$ cat config.mk
export PLATFORM = sky130hd
export DESIGN_NAME = hdmi_pattern_gen_flat
export DESIGN_NICKNAME = d
export VERILOG_FILES = /design/src/rtl/hdmi_pattern_gen_if.sv /design/src/rtl/hdmi_pattern_gen.sv /design/src/flat_wrapper.sv
export SDC_FILE = /design/constraint.sdc
export NUM_CORES = 1
export LEC_CHECK = 0
export CAP_MARGIN = 20
export CORE_ASPECT_RATIO = 1.1
export CORE_UTILIZATION = 54
export DETAILED_ROUTE_END_ITERATION = 8
export PLACE_DENSITY = 0.83
export SLEW_MARGIN = 20
export SYNTH_ARGS = -nofsm -noshare
export SYNTH_HDL_FRONTEND = slang
export SYNTH_SLANG_ARGS = --single-unit
$ cat constraint.sdc
create_clock -name sys_clock -period 3.7 [get_ports sys_clock]
set_clock_uncertainty 0.05 [all_clocks]
set_input_delay 0.37 -clock sys_clock [delete_from_list [all_inputs] [get_ports sys_clock]]
set_output_delay 0.37 -clock sys_clock [all_outputs]
set_load 0.01 [all_outputs]
$ cat src/rtl/hdmi_pattern_gen_if.sv
// Video source interface: runtime controls in, timed pixel stream out.
//   enable       run timing; low = idle
//   pattern_sel  0 bars, 1 gradient, 2 checker, 3 solid
//   solid_rgb    {R,G,B} colour for the solid pattern
//   hsync/vsync  sync outputs, polarity set by the generator
//   de           data enable, high in the active area
//   rgb          {R,G,B} pixel
//   pix_x/pix_y  coordinate aligned with rgb (0 outside the active area)
//   frame_start  one-cycle pulse on pixel (0,0)
interface hdmi_pattern_gen_if #(
    parameter int unsigned BPC = 8,
    parameter int unsigned CW  = 12
);
    logic                 enable;
    logic [1:0]           pattern_sel;
    logic [3*BPC-1:0]     solid_rgb;
    logic                 hsync;
    logic                 vsync;
    logic                 de;
    logic [3*BPC-1:0]     rgb;
    logic [CW-1:0]        pix_x;
    logic [CW-1:0]        pix_y;
    logic                 frame_start;

    // Generator side
    modport master (
        input  enable, pattern_sel, solid_rgb,
        output hsync, vsync, de, rgb, pix_x, pix_y, frame_start
    );

    // Consumer / controller side
    modport slave (
        output enable, pattern_sel, solid_rgb,
        input  hsync, vsync, de, rgb, pix_x, pix_y, frame_start
    );
endinterface

$ cat src/rtl/hdmi_pattern_gen.sv
// Programmable video timing and test-pattern source in the pixel-clock domain.
//   sys_clock  pixel clock
//   sys_rst    asynchronous active-high reset
//   vid        hdmi_pattern_gen_if master: controls in, sync/de/rgb/coords out
// All outputs are registered one cycle after the counter value they describe.
module hdmi_pattern_gen #(
    parameter int unsigned H_ACTIVE   = 640,
    parameter int unsigned H_FP       = 16,
    parameter int unsigned H_SYNC     = 96,
    parameter int unsigned H_BP       = 48,
    parameter int unsigned V_ACTIVE   = 480,
    parameter int unsigned V_FP       = 10,
    parameter int unsigned V_SYNC     = 2,
    parameter int unsigned V_BP       = 33,
    parameter bit          HS_POL     = 1'b0,
    parameter bit          VS_POL     = 1'b0,
    parameter int unsigned BPC        = 8,
    parameter int unsigned CW         = 12,
    parameter int unsigned CHECK_LOG2 = 5
) (
    input  logic                sys_clock,
    input  logic                sys_rst,
    hdmi_pattern_gen_if.master  vid
);

    localparam int unsigned H_TOTAL  = H_ACTIVE + H_FP + H_SYNC + H_BP;
    localparam int unsigned V_TOTAL  = V_ACTIVE + V_FP + V_SYNC + V_BP;
    localparam int unsigned HS_START = H_ACTIVE + H_FP;
    localparam int unsigned HS_END   = HS_START + H_SYNC;
    localparam int unsigned VS_START = V_ACTIVE + V_FP;
    localparam int unsigned VS_END   = VS_START + V_SYNC;
    localparam int unsigned BAR_W    = H_ACTIVE / 8;
    localparam int unsigned PW       = 3 * BPC;

    // Elaboration-time parameter sanity
    if (64'(H_TOTAL) > (64'd1 << CW)) begin : g_h_total_chk
        $error("hdmi_pattern_gen: H_TOTAL does not fit in CW bits");
    end
    if (64'(V_TOTAL) > (64'd1 << CW)) begin : g_v_total_chk
        $error("hdmi_pattern_gen: V_TOTAL does not fit in CW bits");
    end
    if (BAR_W == 0) begin : g_bar_chk
        $error("hdmi_pattern_gen: H_ACTIVE must be at least 8");
    end
    if (CHECK_LOG2 >= CW) begin : g_chk_chk
        $error("hdmi_pattern_gen: CHECK_LOG2 must be below CW");
    end

    logic [CW-1:0] h_cnt_q, h_cnt_d;
    logic [CW-1:0] v_cnt_q, v_cnt_d;
    logic [1:0]    pat_q, pat_d;
    logic [PW-1:0] solid_q, solid_d;
    logic          hsync_q, hsync_d;
    logic          vsync_q, vsync_d;
    logic          de_q, de_d;
    logic [PW-1:0] rgb_q, rgb_d;
    logic [CW-1:0] pix_x_q, pix_x_d;
    logic [CW-1:0] pix_y_q, pix_y_d;
    logic          frame_start_q, frame_start_d;

    logic          at_origin;
    logic          active;
    logic [CW-1:0] bar_raw;
    logic [2:0]    bar_idx;

    // Bar index, clamped so remainder pixels fall into the black bar
    assign bar_raw = h_cnt_q / CW'(BAR_W);
    assign bar_idx = (bar_raw > CW'(7)) ? 3'd7 : bar_raw[2:0];

    assign at_origin = (h_cnt_q == '0) && (v_cnt_q == '0);
    assign active    = (h_cnt_q < CW'(H_ACTIVE)) && (v_cnt_q < CW'(V_ACTIVE));

    // Next-state: counters, frame-boundary latching and output decode
    always_comb begin
        h_cnt_d       = '0;
        v_cnt_d       = '0;
        pat_d         = pat_q;
        solid_d       = solid_q;
        hsync_d       = ~HS_POL;
        vsync_d       = ~VS_POL;
        de_d          = 1'b0;
        rgb_d         = '0;
        pix_x_d       = '0;
        pix_y_d       = '0;
        frame_start_d = 1'b0;

        if (vid.enable) begin
            if (h_cnt_q == CW'(H_TOTAL - 1)) begin
                h_cnt_d = '0;
                v_cnt_d = (v_cnt_q == CW'(V_TOTAL - 1)) ? '0 : v_cnt_q + CW'(1);
            end else begin
                h_cnt_d = h_cnt_q + CW'(1);
                v_cnt_d = v_cnt_q;
            end

            // Controls sampled only at (0,0); pixel (0,0) already uses the new values
            if (at_origin) begin
                pat_d   = vid.pattern_sel;
                solid_d = vid.solid_rgb;
            end

            if ((h_cnt_q >= CW'(HS_START)) && (h_cnt_q < CW'(HS_END))) hsync_d = HS_POL;
            if ((v_cnt_q >= CW'(VS_START)) && (v_cnt_q < CW'(VS_END))) vsync_d = VS_POL;

            frame_start_d = at_origin;
            de_d          = active;

            if (active) begin
                pix_x_d = h_cnt_q;
                pix_y_d = v_cnt_q;
                case (pat_d)
                    2'd0:    rgb_d = {{BPC{~bar_idx[1]}}, {BPC{~bar_idx[2]}}, {BPC{~bar_idx[0]}}};
                    2'd1:    rgb_d = {3{BPC'(h_cnt_q)}};
                    2'd2:    rgb_d = (h_cnt_q[CHECK_LOG2] ^ v_cnt_q[CHECK_LOG2]) ? '0 : '1;
                    default: rgb_d = solid_d;
                endcase
            end
        end
    end

    // State and output registers
    always_ff @(posedge sys_clock or posedge sys_rst) begin
        if (sys_rst) begin
            h_cnt_q       <= '0;
            v_cnt_q       <= '0;
            pat_q         <= '0;
            solid_q       <= '0;
            hsync_q       <= ~HS_POL;
            vsync_q       <= ~VS_POL;
            de_q          <= 1'b0;
            rgb_q         <= '0;
            pix_x_q       <= '0;
            pix_y_q       <= '0;
            frame_start_q <= 1'b0;
        end else begin
            h_cnt_q       <= h_cnt_d;
            v_cnt_q       <= v_cnt_d;
            pat_q         <= pat_d;
            solid_q       <= solid_d;
            hsync_q       <= hsync_d;
            vsync_q       <= vsync_d;
            de_q          <= de_d;
            rgb_q         <= rgb_d;
            pix_x_q       <= pix_x_d;
            pix_y_q       <= pix_y_d;
            frame_start_q <= frame_start_d;
        end
    end

    assign vid.hsync       = hsync_q;
    assign vid.vsync       = vsync_q;
    assign vid.de          = de_q;
    assign vid.rgb         = rgb_q;
    assign vid.pix_x       = pix_x_q;
    assign vid.pix_y       = pix_y_q;
    assign vid.frame_start = frame_start_q;

endmodule

$ cat src/flat_wrapper.sv
// flat-port wrapper written by rule: the top's interface ports become plain ports
module hdmi_pattern_gen_flat 
#(
    parameter int unsigned H_ACTIVE   = 640,
    parameter int unsigned H_FP       = 16,
    parameter int unsigned H_SYNC     = 96,
    parameter int unsigned H_BP       = 48,
    parameter int unsigned V_ACTIVE   = 480,
    parameter int unsigned V_FP       = 10,
    parameter int unsigned V_SYNC     = 2,
    parameter int unsigned V_BP       = 33,
    parameter bit          HS_POL     = 1'b0,
    parameter bit          VS_POL     = 1'b0,
    parameter int unsigned BPC        = 8,
    parameter int unsigned CW         = 12,
    parameter int unsigned CHECK_LOG2 = 5
)
  (sys_clock, sys_rst, vid_enable, vid_pattern_sel, vid_solid_rgb, vid_hsync, vid_vsync, vid_de, vid_rgb, vid_pix_x, vid_pix_y, vid_frame_start);
  hdmi_pattern_gen_if #(.BPC(BPC), .CW(CW)) vid_i ();
  input  logic sys_clock;
  input  logic sys_rst;
  input wire logic [$bits(vid_i.enable)-1:0] vid_enable;
  input wire logic [$bits(vid_i.pattern_sel)-1:0] vid_pattern_sel;
  input wire logic [$bits(vid_i.solid_rgb)-1:0] vid_solid_rgb;
  output wire logic [$bits(vid_i.hsync)-1:0] vid_hsync;
  output wire logic [$bits(vid_i.vsync)-1:0] vid_vsync;
  output wire logic [$bits(vid_i.de)-1:0] vid_de;
  output wire logic [$bits(vid_i.rgb)-1:0] vid_rgb;
  output wire logic [$bits(vid_i.pix_x)-1:0] vid_pix_x;
  output wire logic [$bits(vid_i.pix_y)-1:0] vid_pix_y;
  output wire logic [$bits(vid_i.frame_start)-1:0] vid_frame_start;
  assign vid_i.enable = vid_enable;
  assign vid_i.pattern_sel = vid_pattern_sel;
  assign vid_i.solid_rgb = vid_solid_rgb;
  assign vid_hsync = vid_i.hsync;
  assign vid_vsync = vid_i.vsync;
  assign vid_de = vid_i.de;
  assign vid_rgb = vid_i.rgb;
  assign vid_pix_x = vid_i.pix_x;
  assign vid_pix_y = vid_i.pix_y;
  assign vid_frame_start = vid_i.frame_start;
  hdmi_pattern_gen #(.H_ACTIVE(H_ACTIVE), .H_FP(H_FP), .H_SYNC(H_SYNC), .H_BP(H_BP), .V_ACTIVE(V_ACTIVE), .V_FP(V_FP), .V_SYNC(V_SYNC), .V_BP(V_BP), .HS_POL(HS_POL), .VS_POL(VS_POL), .BPC(BPC), .CW(CW), .CHECK_LOG2(CHECK_LOG2)) u_core (.sys_clock(sys_clock), .sys_rst(sys_rst), .vid(vid_i));
endmodule
---- Word level (Yosys, flattened, before mapping) ----
Index checks and enable logic that the tools add are counted.
storage, ports and cells
  register bits ........................... 102
  bits of input ports ..................... 29
  output and inout port bits .............. 52
  word-level logic and storage cells ...... 60
operators by class
  add/subtract/negate cells ............... 2
  div/mod/pow operators ................... 1
  $lt $le $gt $ge ......................... 7
  equal/unequal tests ..................... 5
  multiplexer cells ....................... 23
  bitwise logic cells ..................... 4
  reduce and logical (&&, ||, !) cells .... 7
operators by type and width
  operator                                                                                count
  12-bit 2-to-1 mux                                                                       9
  24-bit 2-to-1 mux                                                                       4
  24-bit case mux with 3 select lines                                                     1
  12-bit by 1-bit adder with 12-bit output (second input constant)                        2
  12-bit by 10-bit equality test with 1-bit output (second input constant)                2
  12-bit zero test                                                                        2
  12-bit by 10-bit less-than comparator with 1-bit output (second input constant)         2
  12-bit by 9-bit less-than comparator with 1-bit output (second input constant)          2
  12-bit by 7-bit divider with 12-bit output (second input constant)                      1
  12-bit by 10-bit greater-or-equal comparator with 1-bit output (second input constant)  1
  12-bit by 9-bit greater-or-equal comparator with 1-bit output (second input constant)   1
  12-bit by 3-bit greater-than comparator with 1-bit output (second input constant)       1
  1-bit 2-to-1 mux                                                                        6
  1-bit logical AND                                                                       4
  2-bit 2-to-1 mux                                                                        2
  3-bit 2-to-1 mux                                                                        1
  1-bit NOT                                                                               3
  2-bit by 1-bit equality test with 1-bit output (second input constant)                  1
  2-bit equality test (second input constant)                                             1
  2-bit zero test                                                                         1
  2-bit by 1-bit != test with 1-bit output (second input constant)                        1
  1-bit bitwise XOR                                                                       1

---- Depth between registers and ports, before layout ----
  depth in word-level cells ............... 8
  depth in mapped cells ................... 9

---- Worst setup path before layout ----
OpenSTA, ideal clock, no wires.
  kind .................................... reg-to-reg
  start point ............................. reg u_core.h_cnt_q[6]
  end point ............................... reg u_core.rgb_q[22], in the netlist u_core.vid.rgb[22]
  arrival time ............................ 2706 ps
  path slack .............................. 837 ps
  cell stages (with the launch flop) ...... 8
  path buffers ............................ 1
  clock period less this slack ............ 2863 ps
  cell sequence ........................... dfrtp_1 > buf_6 > or4_4 > or4_1 > or4_4 > a21oi_2 > o211ai_4 > a2111oi_4
on the way
  cells in the longest elaborated chain, start to end .. 8
  elaborated cells on any way between the ends .. 17
  classes of those cells .................. 1 x div; 2 x order compare; 2 x eq/ne; 7 x mux; 1 x bitwise; 4 x reduce/logical
ends and longest elaborated chain
  element                                                                                             RTL line                 RTL
  from (decl)                                                                                         hdmi_pattern_gen.sv:49   logic [CW-1:0] h_cnt_q, h_cnt_d;
  from (signal assigned)                                                                              hdmi_pattern_gen.sv:136  h_cnt_q <= h_cnt_d;
  parallel branches: the longest is 6 deep, another holds 12-bit by 7-bit divider with 12-bit output  --
  24-bit 2-to-1 mux (*)                                                                               hdmi_pattern_gen.sv:108  if (active) begin
  24-bit 2-to-1 mux (*)                                                                               hdmi_pattern_gen.sv:87   if (vid.enable) begin
  named net u_core.rgb_d[22]                                                                          hdmi_pattern_gen.sv:56   logic [PW-1:0] rgb_q, rgb_d;
  to (signal assigned)                                                                                hdmi_pattern_gen.sv:143  rgb_q <= rgb_d;
  to (decl)                                                                                           hdmi_pattern_gen.sv:56
Mark *: on every way through the listed nets, which the timed path passes. The select of a mux whose other input is x is not followed.
A chain may end at the register's enable or synchronous reset.

---- Final worst setup path ----
  start point ............................. reg u_core.v_cnt_q[1]
  end point ............................... reg u_core.rgb_q[10], in the netlist u_core.vid.rgb[10]
on the way
  cells in the longest elaborated chain, start to end .. 8
  elaborated cells on any way between the ends .. 13
  classes of those cells .................. 1 x order compare; 2 x eq/ne; 6 x mux; 4 x reduce/logical
ends and longest elaborated chain
  element                                            RTL line                 RTL
  from (decl)                                        hdmi_pattern_gen.sv:50   logic [CW-1:0] v_cnt_q, v_cnt_d;
  from (signal assigned)                             hdmi_pattern_gen.sv:137  v_cnt_q <= v_cnt_d;
  12-bit zero test                                   hdmi_pattern_gen.sv:70   assign at_origin = (h_cnt_q == '0) && (v_cnt_q == '0);
  1-bit logical AND                                  hdmi_pattern_gen.sv:70
  2-bit 2-to-1 mux                                   hdmi_pattern_gen.sv:97   if (at_origin) begin
  2-bit 2-to-1 mux                                   hdmi_pattern_gen.sv:87
  2-bit equality test, or another cell as far along  hdmi_pattern_gen.sv:111  case (pat_d)
  24-bit case mux with 3 select lines                hdmi_pattern_gen.sv:111
  24-bit 2-to-1 mux (*)                              hdmi_pattern_gen.sv:108
  24-bit 2-to-1 mux (*)                              hdmi_pattern_gen.sv:87
  named net u_core.rgb_d[10]                         hdmi_pattern_gen.sv:56
Mark *: on every way through the listed nets, which the timed path passes. The rest lies on a longest branch. The select of a mux whose other input is x is not followed.

==> flow_metrics.tcl <==
set metrics [dict create \
    outcome "complete, no violations" \
    wl_um 13400 \
    critPathKind "reg2reg" \
    cts_root_buffer "clkbuf_8" \
    cts_num_sinks 102 \
    fill_cells 718 \
    max_freq_mhz 301 \
    die_w_um 95.5 \
    relSlewSlack 0.427 \
    cp-end-kind "flip-flop" \
    clk_pin_slew_ns 0.11 \
    hp-class "in2async" \
    ys_ff_latch 102 \
    fin_nets 610 \
    viasPerCell 6.32 \
    setup-violations-final 0 \
    cp.required_ns 3.91 \
    grt_max_degree 71 \
    rsz0062_at_grt "false" \
    postRouteAntennaNets 0 \
    synth_compound_area_frac 0.172 \
    grt_pass1_vias 4295 \
    p_leak_uw 0.00258 \
    first_pass_iters 5 \
    place_hpwl_um 9320 \
    vias 4420 \
    io_pins 81 \
    drt_iter0_markers 354 \
    yosys.area_share.simple 0.196 \
    cts_hold_buf 0 \
    hold_violations 0 \
    drc 0 \
    synth_xor_xnor_area_share 0.0236 \
    core_area_um2 9350 \
    synth-async-reset-ratio 1.00 \
    antenna_found_initial 0 \
    ys_types 60 \
    cts_tree "done" \
    n_antenna_cell 0 \
    cts_setup_buffers 0 \
    place_congestion 0.937 \
    rows 37 \
    drv_slew 0 \
    portBuffers 80 \
    avgSynthCellArea_um2 10.4 \
    seq_area_frac_synth 0.492 \
    critPathMaxFanout 11 \
    fin_setup_tns_ns 0 \
    max_slew.worst_pin.slew_ns 0.859 \
    dieArea_um2 10000 \
    clk_path_buf_depth 2 \
    fin_crit_sh 0.898 \
    synth_ff_type "dfrtp_1" \
    final_layout_size_suffix_gt1_frac 0.158 \
    ir_drop_uv 272 \
    synth_edf_count 0 \
    track_usage 0.287 \
    final.min_clock_period_ns 3.32 \
    syn2layout_area_growth_pct 22.4 \
    synthAdderAreaFrac 0.00964 \
    start_util 0.555 \
    r2r_cells 8 \
    grt_pass1_wl_um 21900 \
    maxCapViolations 0 \
    synth_top_family_by_area "simple AND/OR/NAND/NOR gates" \
    htreeDepth 3 \
    critPathLaunchType "flip-flop" \
    yosysWarnings 0 \
    gr-total-overflow 0 \
    avgRoutedWirePerCell_um 19.1 \
    yosys-mux-area-fraction 0.0699 \
    cts_resized 0 \
    clk_latency_ns 0.37 \
    fp.dieH_um 105 \
    synthesis.instances 499 \
    synth_area_um2 5190 \
    p_per_area_nw_per_um2 463 \
    arrival_ns 3.54 \
    numCtsBuffers 9 \
    total_power_uw 2940 \
]
-- area by class of cell --
type | count | area, µm² | area share
Multi-Input combinational cell | 354 | 2460 | 0.388
Clock buffer | 9 | 124 | 0.0195
Tap cell | 117 | 146 | 0.0230
Inverter | 11 | 43.8 | 0.00689
Timing Repair Buffer | 99 | 943 | 0.148
Sequential cell | 102 | 2550 | 0.402
Clock inverter | 7 | 77.6 | 0.0122
-- final timing paths --
| kind | startpoint | endpoint | slack (ns) |
|---|---|---|---|
| worst min register to register | u_core.solid_q[10] | u_core.solid_q[10] | 0.47 |
| min in group sys_clock | u_core.solid_q[10] | u_core.solid_q[10] | 0.47 |
| max in group asynchronous | sys_rst | u_core.solid_q[0] | 2.34 |
| worst min-delay path | sys_rst | u_core.vid.pix_y[10] | 0.44 |
| worst max-delay path | u_core.v_cnt_q[1] | u_core.vid.rgb[10] | 0.38 |
| worst max register to register | u_core.v_cnt_q[1] | u_core.vid.rgb[10] | 0.38 |
-- worst max-delay path: stages, from the launching register on --
cell	delay, ns
dfrtp_1	0.44
inv_1	0.10
ha_1	0.13
or4b_1	0.49
or4_1	0.61
or4_4	0.49
nand2_2	0.18
nand4_4	0.25
a2111oi_2	0.46
-- sequential cells by signal, indices dropped and copies added (netlist names) --
register                count
u_core.solid_q             24
u_core.vid.rgb             24
u_core.h_cnt_q             12
u_core.v_cnt_q             12
u_core.vid.pix_x           12
u_core.vid.pix_y           12
u_core.pat_q                2
u_core.vid.de               1
u_core.vid.frame_start      1
u_core.vid.hsync            1
u_core.vid.vsync            1
-- placed cells by master (no fill, tap or decap), types with 6 or more instances in the layout --
cell type / netlist / final
o21ai_0: 34 / 34
nand3_1: 11 / 11
nor3_1: 37 / 37
xnor2_1: 9 / 9
nand2_1: 23 / 23
clkbuf_8: 0 / 9
nand2b_1: 6 / 6
nand4_1: 7 / 7
buf_4: 0 / 19
nor2_1: 38 / 38
nor2b_1: 8 / 8
inv_1: 11 / 10
nand4bb_1: 6 / 6
o31ai_1: 8 / 8
mux2i_1: 7 / 7
mux2_2: 26 / 26
o311ai_0: 7 / 7
o22ai_1: 12 / 12
dfrtp_1: 100 / 100
a21oi_1: 16 / 16
and2_1: 17 / 17
clkdlybuf4s50_1: 0 / 80
a2111oi_2: 15 / 15
-- per-layer routing --
metal,vias up,part of all wire,global-route usage
met5,-,0,0
met4,0,0.029,0.117
met3,41,0.083,0.0539
met2,252,0.49,0.436
met1,2148,0.40,0.402
li1,1979,-,-
-- through the flow --
stage	utilization	hold slack [ns]	area (µm²)	std cells	setup slack (ns)
final	0.680	0.442	6350	699	0.376
after detailed placement	0.658	0.444	6150	683	0.447
after global placement	0.658	0.439	6150	683	0.555
after CTS	0.680	0.468	6350	699	0.435
after floorplan	-	0.424	5210	503	0.608
after global routing	0.680	0.482	6350	699	0.257
-- Yosys cell counts (9+ instances only) --
cell type  instances  area, µm²
o21ai_0           34        170
inv_1             11       41.3
nand3_1           11       55.1
dfrtp_1          100       2500
nor3_1            37        185
xnor2_1            9       78.8
and2_1            17        106
a21oi_1           16       80.1
mux2_2            26        293
nor2_1            38        143
nand2_1           23       86.3
clkbuf_1          32        120
a2111oi_2         15        225
o22ai_1           12       75.1
-- cell families after synthesis --
family / after synthesis
flops: 102
fa+ha+maj: 4
other cells: 1
xor+xnor: 14
simple gates: 183
buf+inv: 47
compound gates: 115
mux: 33
-- power by group --
| part | total, µW | switching, µW | internal, µW |
|---|---|---|---|
| clock network | 717 | 397 | 320 |
| logic | 833 | 436 | 396 |
| registers | 1390 | 96.8 | 1290 |
| total | 2940 | 930 | 2010 |
Note: power is estimated with default switching activity, not from simulation.
